==> config.mk <==
export PLATFORM = sky130hd
export DESIGN_NAME = imem_loader
export DESIGN_NICKNAME = d
export VERILOG_FILES = /design/src/rtl/imem_loader_pkg.sv /design/src/rtl/imem_loader_key_debounce.sv /design/src/rtl/imem_loader.sv
export SDC_FILE = /design/constraint.sdc
export NUM_CORES = 1
export LEC_CHECK = 0
export ABC_CLOCK_PERIOD_IN_PS = 3400
export CAP_MARGIN = 10
export CORE_MARGIN = 3
export CORE_UTILIZATION = 45
export CTS_BUF_LIST = sky130_fd_sc_hd__clkbuf_4 sky130_fd_sc_hd__clkbuf_8
export CTS_CLUSTER_DIAMETER = 50
export CTS_CLUSTER_SIZE = 28
export DETAILED_ROUTE_END_ITERATION = 12
export PLACE_DENSITY_LB_ADDON = 0.05
export RECOVER_POWER = 50
export SYNTH_ARGS = -nofsm -noshare
export SYNTH_HDL_FRONTEND = slang
export SYNTH_SLANG_ARGS = --single-unit
==> constraint.sdc <==
create_clock -name clk -period 3.4 [get_ports clk]
set_input_delay 0.68 -clock clk [delete_from_list [all_inputs] [get_ports clk]]
set_output_delay 0.68 -clock clk [all_outputs]
set_load 0.01 [all_outputs]
==> src/rtl/imem_loader_pkg.sv <==
// Shared constants and FSM state type for the front-panel instruction memory loader.
package imem_loader_pkg;

    localparam int unsigned ADDR_W_DEF = 8;
    localparam int unsigned DATA_W_DEF = 16;
    localparam int unsigned NUM_KEYS   = 5;

    localparam int unsigned KEY_WRITE = 0;
    localparam int unsigned KEY_NEXT  = 1;
    localparam int unsigned KEY_PREV  = 2;
    localparam int unsigned KEY_HOME  = 3;
    localparam int unsigned KEY_MODE  = 4;

    typedef enum logic [1:0] {
        StLoadIdle,
        StWr,
        StAdv,
        StRun
    } state_e;

endpackage

==> src/rtl/imem_loader_key_debounce.sv <==
// One push key: 2-flop synchronizer, stability counter and a one-cycle pulse on each
// debounced rising edge.
module key_debounce #(
    parameter int unsigned DEBOUNCE_CYCLES = 500000
) (
    input  logic clk,
    input  logic rst,
    input  logic key_i,
    output logic press_o
);

    localparam int unsigned CntW = (DEBOUNCE_CYCLES > 1) ? $clog2(DEBOUNCE_CYCLES) : 1;
    localparam logic [CntW-1:0] CntMax = CntW'(DEBOUNCE_CYCLES - 1);

    logic            sync1_q, sync1_d;
    logic            sync2_q, sync2_d;
    logic            deb_q, deb_d;
    logic            press_q, press_d;
    logic [CntW-1:0] cnt_q, cnt_d;

    always_comb begin
        sync1_d = key_i;
        sync2_d = sync1_q;
        deb_d   = deb_q;
        cnt_d   = '0;
        // Count consecutive samples that disagree with the accepted level; any agreeing
        // sample restarts the count.
        if (sync2_q != deb_q) begin
            if (cnt_q == CntMax) begin
                deb_d = sync2_q;
            end else begin
                cnt_d = cnt_q + 1'b1;
            end
        end
        press_d = deb_d & ~deb_q;
    end

    always_ff @(posedge clk) begin
        if (rst) begin
            sync1_q <= 1'b0;
            sync2_q <= 1'b0;
            deb_q   <= 1'b0;
            cnt_q   <= '0;
            press_q <= 1'b0;
        end else begin
            sync1_q <= sync1_d;
            sync2_q <= sync2_d;
            deb_q   <= deb_d;
            cnt_q   <= cnt_d;
            press_q <= press_d;
        end
    end

    assign press_o = press_q;

endmodule

==> src/rtl/imem_loader.sv <==
// Front-panel loader: debounced keys step a cursor and write dip words into the
// instruction memory; RUN mode hands the address port to the processor PC.
module imem_loader
    import imem_loader_pkg::*;
#(
    parameter int unsigned DEBOUNCE_CYCLES = 500000,
    parameter int unsigned ADDR_W          = ADDR_W_DEF,
    parameter int unsigned DATA_W          = DATA_W_DEF
) (
    input  logic              clk,
    input  logic              rst,
    input  logic [DATA_W-1:0] dip,
    input  logic [4:0]        key,
    input  logic [ADDR_W-1:0] pc,
    input  logic [DATA_W-1:0] dout,
    output logic [ADDR_W-1:0] addr,
    output logic [DATA_W-1:0] din,
    output logic              we,
    output logic [DATA_W-1:0] led,
    output logic              run
);

    logic [NUM_KEYS-1:0] press;

    for (genvar i = 0; i < NUM_KEYS; i++) begin : g_key
        key_debounce #(
            .DEBOUNCE_CYCLES(DEBOUNCE_CYCLES)
        ) u_key_debounce (
            .clk    (clk),
            .rst    (rst),
            .key_i  (key[i]),
            .press_o(press[i])
        );
    end

    state_e            state_q, state_d;
    logic [ADDR_W-1:0] cur_q, cur_d;
    logic [DATA_W-1:0] din_q, din_d;
    logic [DATA_W-1:0] led_q, led_d;
    logic              run_q, run_d;

    always_comb begin
        state_d = state_q;
        cur_d   = cur_q;
        din_d   = din_q;
        case (state_q)
            StLoadIdle: begin
                // Priority chain: MODE > HOME > WRITE > NEXT > PREV.
                if (press[KEY_MODE]) begin
                    state_d = StRun;
                end else if (press[KEY_HOME]) begin
                    cur_d = '0;
                end else if (press[KEY_WRITE]) begin
                    state_d = StWr;
                    din_d   = dip;
                end else if (press[KEY_NEXT]) begin
                    cur_d = cur_q + 1'b1;
                end else if (press[KEY_PREV]) begin
                    cur_d = cur_q - 1'b1;
                end
            end
            StWr: state_d = StAdv;
            StAdv: begin
                cur_d   = cur_q + 1'b1;
                state_d = StLoadIdle;
            end
            StRun: begin
                if (press[KEY_MODE]) begin
                    state_d = StLoadIdle;
                end
            end
            default: state_d = StLoadIdle;
        endcase

        if (state_q == StRun) begin
            led_d = {{(DATA_W - ADDR_W){1'b0}}, pc};
        end else begin
            led_d = dout;
        end
        run_d = (state_d == StRun);
    end

    always_ff @(posedge clk) begin
        if (rst) begin
            state_q <= StLoadIdle;
            cur_q   <= '0;
            din_q   <= '0;
            led_q   <= '0;
            run_q   <= 1'b0;
        end else begin
            state_q <= state_d;
            cur_q   <= cur_d;
            din_q   <= din_d;
            led_q   <= led_d;
            run_q   <= run_d;
        end
    end

    // ADV already presents the advanced address so read-back starts a cycle early.
    always_comb begin
        case (state_q)
            StRun:   addr = pc;
            StAdv:   addr = cur_q + 1'b1;
            default: addr = cur_q;
        endcase
    end

    assign we  = (state_q == StWr);
    assign din = din_q;
    assign led = led_q;
    assign run = run_q;

endmodule
==> results of run 1 <==
-- cells in the mapped netlist (4+ instances only) --
master / count
nor3_1: 18
nor4_1: 8
inv_1: 15
and4_1: 12
ha_1: 7
nand2_1: 101
a22o_1: 4
mux2i_1: 8
or3_1: 6
dfxtp_1: 158
o21ai_0: 16
xor2_1: 54
nor2_1: 134
and3_1: 19
xnor2_1: 37
nand3_1: 37
nand4_1: 21
buf_4: 4
nor2b_1: 18
nor4b_1: 9
a31oi_1: 4
a21oi_1: 38
buf_6: 4
clkbuf_1: 15
and2_1: 13
buf_2: 9
nand2b_1: 5
-- through the flow --
stage	hold slack (ns)	power [mW]	util, %
after detailed placement	0.429	2.04	53.2
after floorplan	0.414	1.96	-
after global placement	0.420	2.04	53.2
after CTS	0.450	3.52	56.1
after global routing	0.467	3.61	56.0
final	0.449	3.46	56.0
-- area by class of cell --
class	count	area [sq um]	share of cell area, %
Inverter	15	56.3	0.682
Clock inverter	11	155	1.88
Tap cell	184	230	2.79
Timing Repair Buffer	93	905	10.9
Clock buffer	20	269	3.26
Sequential cell	158	3160	38.3
Multi-Input combinational cell	603	3480	42.2
-- layer usage --
metal	wire, um	track usage, %
met5	0	0
met4	274	6.48
met3	550	4.50
met2	7000	28.8
met1	6560	22.5
-- state kept, by name (all words and copies together), names as in the netlist --
register	flops
g_key.u_key_debounce.sync2_q	5
g_key.u_key_debounce.deb_q	5
din	16
g_key.u_key_debounce.sync1_q	5
led	16
g_key.u_key_debounce.cnt_q	95
g_key.u_key_debounce.press_o	5
state_q	2
run	1
cur_q	8
-- how the worst max path moves through the flow --
stage | startpoint | endpoint | slack, ns | depth (start not counted)
after floorplan | cur_q[1] | addr[6] | 1.38 | 6
after global placement | pc[7] | addr[7] | 0.59 | 5
after detailed placement | pc[7] | addr[7] | 0.59 | 5
after CTS | cur_q[1] | addr[6] | 0.22 | 7
after global routing | cur_q[2] | addr[7] | 0.02 | 6
final | cur_q[2] | addr[7] | 0.25 | 6
-- power groups by stage --
stage               clock network, mW  registers, mW  logic [mW]
CTS                              1.52           1.87       0.124
floorplan                           0           1.92      0.0376
finish                           1.47           1.87       0.117
global placement                    0           1.92       0.122
global route                     1.61           1.87       0.128
detailed placement                  0           1.92       0.123
-- kinds of logic (layout without fill, tap and decap cells) --
family / Yosys count / in the layout / share of synthesized area [%]
compound gates: 77 / 77 / 6.49
flops: 158 / 158 / 45.8
fa+ha+maj: 7 / 7 / 1.27
xor+xnor: 91 / 91 / 11.5
buf+inv: 51 / 139 / 3.64
simple gates: 418 / 418 / 29.8
mux: 10 / 10 / 1.49
==> flow_summary.yaml, run 1 <==
status:
  status: "complete, no violations"
cts:
  cts_sinks: 158
  cts_tree: "built"
  ctsHoldBuffers: 0
  path_clk_slew_ns: 0.08
  clockBufferDepth: 2
  htree_levels: 4
  cts_root_buffer: "clkbuf_8"
  postCtsSetupBuffers: 0
  insertion_delay_ns: 0.44
  ctsResizeCount: 0
  cts_made_buffers: 17
placement:
  gp_congestion: 0.836
  io_buffers: 88
  dpl_cell_area_sq_mm: 0.00785
  place_worst_setup_slack_ns: 0.587
  post-place-cells: 1053
  place_hpwl_um: 10400
final_layout:
  fillerInstances: 1434
  fin_cells: 1084
  stdcell_area_sq_mm: 0.00826
  final_cell_mix: "dfxtp_1, nor2_1, nand2_1, xor2_1, clkdlybuf4s50_1"
  syn2layout_area_growth_pct: 19.7
  layout_commonest_cell: "dfxtp_1"
  diodes: 0
  drive_gt1_share_pct: 4.67
  num-nets-final: 942
timing:
  fin_crit_sh_pct: 92.8
  hold_viol_final: 0
  setup_violations: 0
  fin_setup_tns_ns: 0
  rsz0062_at_grt: "no"
  worstMarginPinSlew_ns: 1.05
  period_minus_slack_ns: 3.15
  slew_viol_final: 0
  slew_headroom_pct: 29.9
  finalWorstSetupSlack_ns: 0.246
  fmax_mhz: 317
  skew_ns: 0.00852
hold_path:
  hold_path_class: "reg -> reg"
  hp-start: "g_key[3].u_key_debounce.sync1_q"
  whs_path_depth: 1
  hold_path_end: "g_key[3].u_key_debounce.sync2_q"
worst_setup_path:
  path_class: "reg -> out"
  worstPathRequired_ns: 2.72
  slowest_stage: "clkdlybuf4s50_1"
  crit_top_cell: "a21oi_1"
  cp-end-kind: "output port"
  worstPathArrival_ns: 2.47
  rr_endpoint: "cur_q[5]"
  r2r_slack_ns: 1.13
  cp_cell_sequence: "and3_2 > nand4_1 > nand2b_1 > a21oi_1 > a21oi_1 > clkdlybuf4s50_1"
  path_max_fanout: 11
  critical-path-max-stage-delay_ns: 0.56
  reg2reg_from: "state_q[1]"
  path_buf_inv: 1
  critical_path.top_delay_family: "simple AND/OR/NAND/NOR gates"
  cp-start-kind: "flop"
  rr_worst_depth: 5
die:
  start_util_pct: 46.8
  core_area_sq_mm: 0.0148
  die_width_um: 130
  dieArea_sq_mm: 0.0169
  num_io_pins: 89
  rows: 44
  die_h_um: 130
logic_synthesis:
  yosysTopAreaCellShare_pct: 45.8
  synth_cell_types: 52
  netlist_area_sq_mm: 0.00690
  ys_async_sr_fraction_pct: 0
  ys.flop_type: "dfxtp_1"
  ys_seq_area_share_pct: 45.8
  syn_inst: 812
  synth_nets: 866
  syn_avg_cell_area_sq_um: 8.50
  yosysWarnings: 0
  synth_enable_flop_cells: 0
  ys_ff_latch: 158
  synthTopCellsByArea: "dfxtp_1, nor2_1, xor2_1"
  yosysTopAreaCell: "dfxtp_1"
pwr:
  internal_power_mw: 2.72
  pwr-share-clk_pct: 42.4
  leakagePower_nw: 2.91
  p_comb_share_pct: 3.4
  p_per_area_mw_per_mm2: 418
  seq_power_share_pct: 54.2
  power.switching_mw: 0.741
  ir_drop_v: 0.000268
  switching_share_pct: 21.4
routing:
  wl_per_cell_um: 13.3
  ant_nets: 0
  drt_wl_total_um: 14400
  vias_per_cell: 5.19
  drc: 0
  via_count: 5622
  first_pass_iters: 5
  drt_first_iter_violations: 270
global_routing:
  gr-total-overflow: 0
  grt_pass1_vias: 5344
  grt_pass1_wl_um: 24500
  grt_max_degree: 26
  antenna_found_initial: 0
  grt_usage_pct: 17.6
run:
  drv_cap: 0
(Power assumes the default switching activity.)
==> run 2: changes to the inputs <==
--- a/config.mk
+++ b/config.mk
@@ -5,6 +5,7 @@
 export SDC_FILE = /design/constraint.sdc
 export NUM_CORES = 1
 export LEC_CHECK = 0
+export ABC_AREA = 1
 export ABC_CLOCK_PERIOD_IN_PS = 3400
 export CAP_MARGIN = 10
 export CORE_MARGIN = 3
@@ -15,6 +16,7 @@
 export DETAILED_ROUTE_END_ITERATION = 12
 export PLACE_DENSITY_LB_ADDON = 0.05
 export RECOVER_POWER = 50
+export SKIP_LAST_GASP = 1
 export SYNTH_ARGS = -nofsm -noshare
 export SYNTH_HDL_FRONTEND = slang
 export SYNTH_SLANG_ARGS = --single-unit
==> flow_summary.yaml, run 2 <==
timing:
  slew_viol_final: 0
  fin_setup_tns_ns: 0
  finalWorstSetupSlack_ns: 0.322
  rsz0062_at_grt: "no"
  hold_viol_final: 0
  setup_violations: 0
  slew_headroom_pct: 28.3
  period_minus_slack_ns: 3.08
  fmax_mhz: 325
  fin_crit_sh_pct: 90.5
  worstMarginPinSlew_ns: 1.08
  skew_ns: 0.0140
status:
  status: "complete, no violations"
cts:
  cts_tree: "built"
  clockBufferDepth: 2
  insertion_delay_ns: 0.45
  path_clk_slew_ns: 0.09
  cts_root_buffer: "clkbuf_8"
  cts_made_buffers: 17
  htree_levels: 4
  postCtsSetupBuffers: 0
  ctsHoldBuffers: 0
  ctsResizeCount: 0
  cts_sinks: 158
routing:
  wl_per_cell_um: 12.2
  drt_first_iter_violations: 396
  via_count: 6570
  vias_per_cell: 4.83
  ant_nets: 0
  drc: 0
  first_pass_iters: 6
  drt_wl_total_um: 16500
logic_synthesis:
  ys.flop_type: "dfxtp_1"
  syn_inst: 1042
  synth_common_cells: "nand2_1, nor2_1, dfxtp_1, inv_1, a21oi_1"
  synth_enable_flop_cells: 0
  yosysTopAreaCellShare_pct: 42.1
  yosysTopAreaCell: "dfxtp_1"
  synthTopCellsByArea: "dfxtp_1, nand2_1, nor2_1"
  netlist_area_sq_mm: 0.00751
  yosys.cell_count.top_type: "nand2_1"
  ys_ff_latch: 158
  syn_avg_cell_area_sq_um: 7.21
  yosysWarnings: 0
  synth_nets: 1096
  ys_async_sr_fraction_pct: 0
  ys_seq_area_share_pct: 42.1
  synth_cell_types: 46
global_routing:
  grt_pass1_vias: 6008
  antenna_found_initial: 0
  gr-total-overflow: 0
  grt_max_degree: 33
  grt_usage_pct: 18.9
  grt_pass1_wl_um: 28600
hold_path:
  hp-start: "g_key[1].u_key_debounce.sync1_q"
  hold_path_end: "g_key[1].u_key_debounce.sync2_q"
  hold_path_class: "reg -> reg"
  whs_path_depth: 2
worst_setup_path:
  worstPathRequired_ns: 2.72
  path_max_fanout: 13
  rr_endpoint: "g_key[3].u_key_debounce.cnt_q[16]"
  worstPathArrival_ns: 2.40
  reg2reg_from: "g_key[3].u_key_debounce.cnt_q[0]"
  rr_worst_depth: 10
  path_class: "reg -> out"
  cp-end-kind: "output port"
  cp-start-kind: "flop"
  r2r_slack_ns: 1.24
final_layout:
  layout_commonest_cell: "nand2_1"
  largest_register_ffs: 95
  num-nets-final: 1185
  syn2layout_area_growth_pct: 18.9
  fin_cells: 1360
  drive_gt1_share_pct: 6.73
  final_util_pct: 55.5
  diodes: 0
  top_register: "g_key.u_key_debounce.cnt_q"
  final_cell_mix: "nand2_1, nor2_1, dfxtp_1, inv_1, clkdlybuf4s50_1"
die:
  die_width_um: 135
  start_util_pct: 46.6
  die_h_um: 135
  num_io_pins: 89
  dieArea_sq_mm: 0.0183
  rows: 46
  core_area_sq_mm: 0.0161
pwr:
  pwr-share-clk_pct: 41.8
  leakagePower_nw: 3.35
  internal_power_mw: 2.65
  finalPower_mw: 3.44
  switching_share_pct: 23.0
  p_per_area_mw_per_mm2: 385
  power.switching_mw: 0.789
  p_comb_share_pct: 3.7
  seq_power_share_pct: 54.5
  ir_drop_v: 0.000323
placement:
  post-place-cells: 1328
  gp_congestion: 0.872
  place_hpwl_um: 12400
  io_buffers: 88
  place_worst_setup_slack_ns: 0.783
run:
  drv_cap: 0
[run 2: cell type report]
type	instances	area, sq um
inverters	154	578
fillers	1558	7180
well taps	216	270
repair buffers	93	907
clock buffers	19	262
clock inverters	13	155
multi-input cells	707	3600
flip-flops and latches	158	3160
[run 2: worst max-delay path by stage]
stage,startpoint,to,cells past startpoint
after floorplan,cur_q[0],addr[6],7
after global placement,state_q[1],addr[3],5
after detailed placement,state_q[1],addr[3],5
after CTS,state_q[1],addr[3],5
after global routing,state_q[1],addr[3],5
final,state_q[1],addr[3],5
[run 2: cells by family (layout without fill, tap and decap cells)]
logic type | after synthesis | count (layout) | synth area share, %
AOI/OAI and AO/OA | 119 | 119 | 8.52
buffers and inverters | 177 | 279 | 9.42
and+or+nand+nor | 543 | 543 | 34.4
xor gates and xnor gates | 38 | 38 | 4.43
adders and majority gates | 7 | 7 | 1.17
DFF | 158 | 158 | 42.1
[run 2: routing by layer]
| layer | global-route usage [%] | part of all wire [%] | vias to the layer above |
|---|---|---|---|
| met3 | 4.31 | 4.7 | 13 |
| met2 | 27.9 | 42 | 131 |
| met1 | 27.8 | 52 | 2910 |
| met5 | 0 | 0 | - |
| li1 | - | - | 3516 |
| met4 | 4.87 | 0.99 | 0 |
[run 2: critical path, stage by stage, from the launching register on]
cell,delay (ns)
dfxtp_1,0.57
nand2_1,0.33
clkinv_1,0.25
nand2_1,0.12
o211ai_1,0.11
clkdlybuf4s50_1,0.58
[run 2: through the flow]
stage               hold WS, ns  cell area [sq um]
finish                    0.400               8940
global route              0.425               8940
CTS                       0.405               8990
detailed placement        0.395               8570
global placement          0.388               8570
floorplan                 0.388               7510
[run 2: power by group through the flow]
stage | Combinational (mW) | Clock, mW | Sequential, mW
6_report | 0.127 | 1.44 | 1.87
5_1_grt | 0.141 | 1.57 | 1.88
4_1_cts | 0.133 | 1.50 | 1.87
3_5_place_dp | 0.132 | 0 | 1.92
3_3_place_gp | 0.132 | 0 | 1.92
2_1_floorplan | 0.0413 | 0 | 1.92
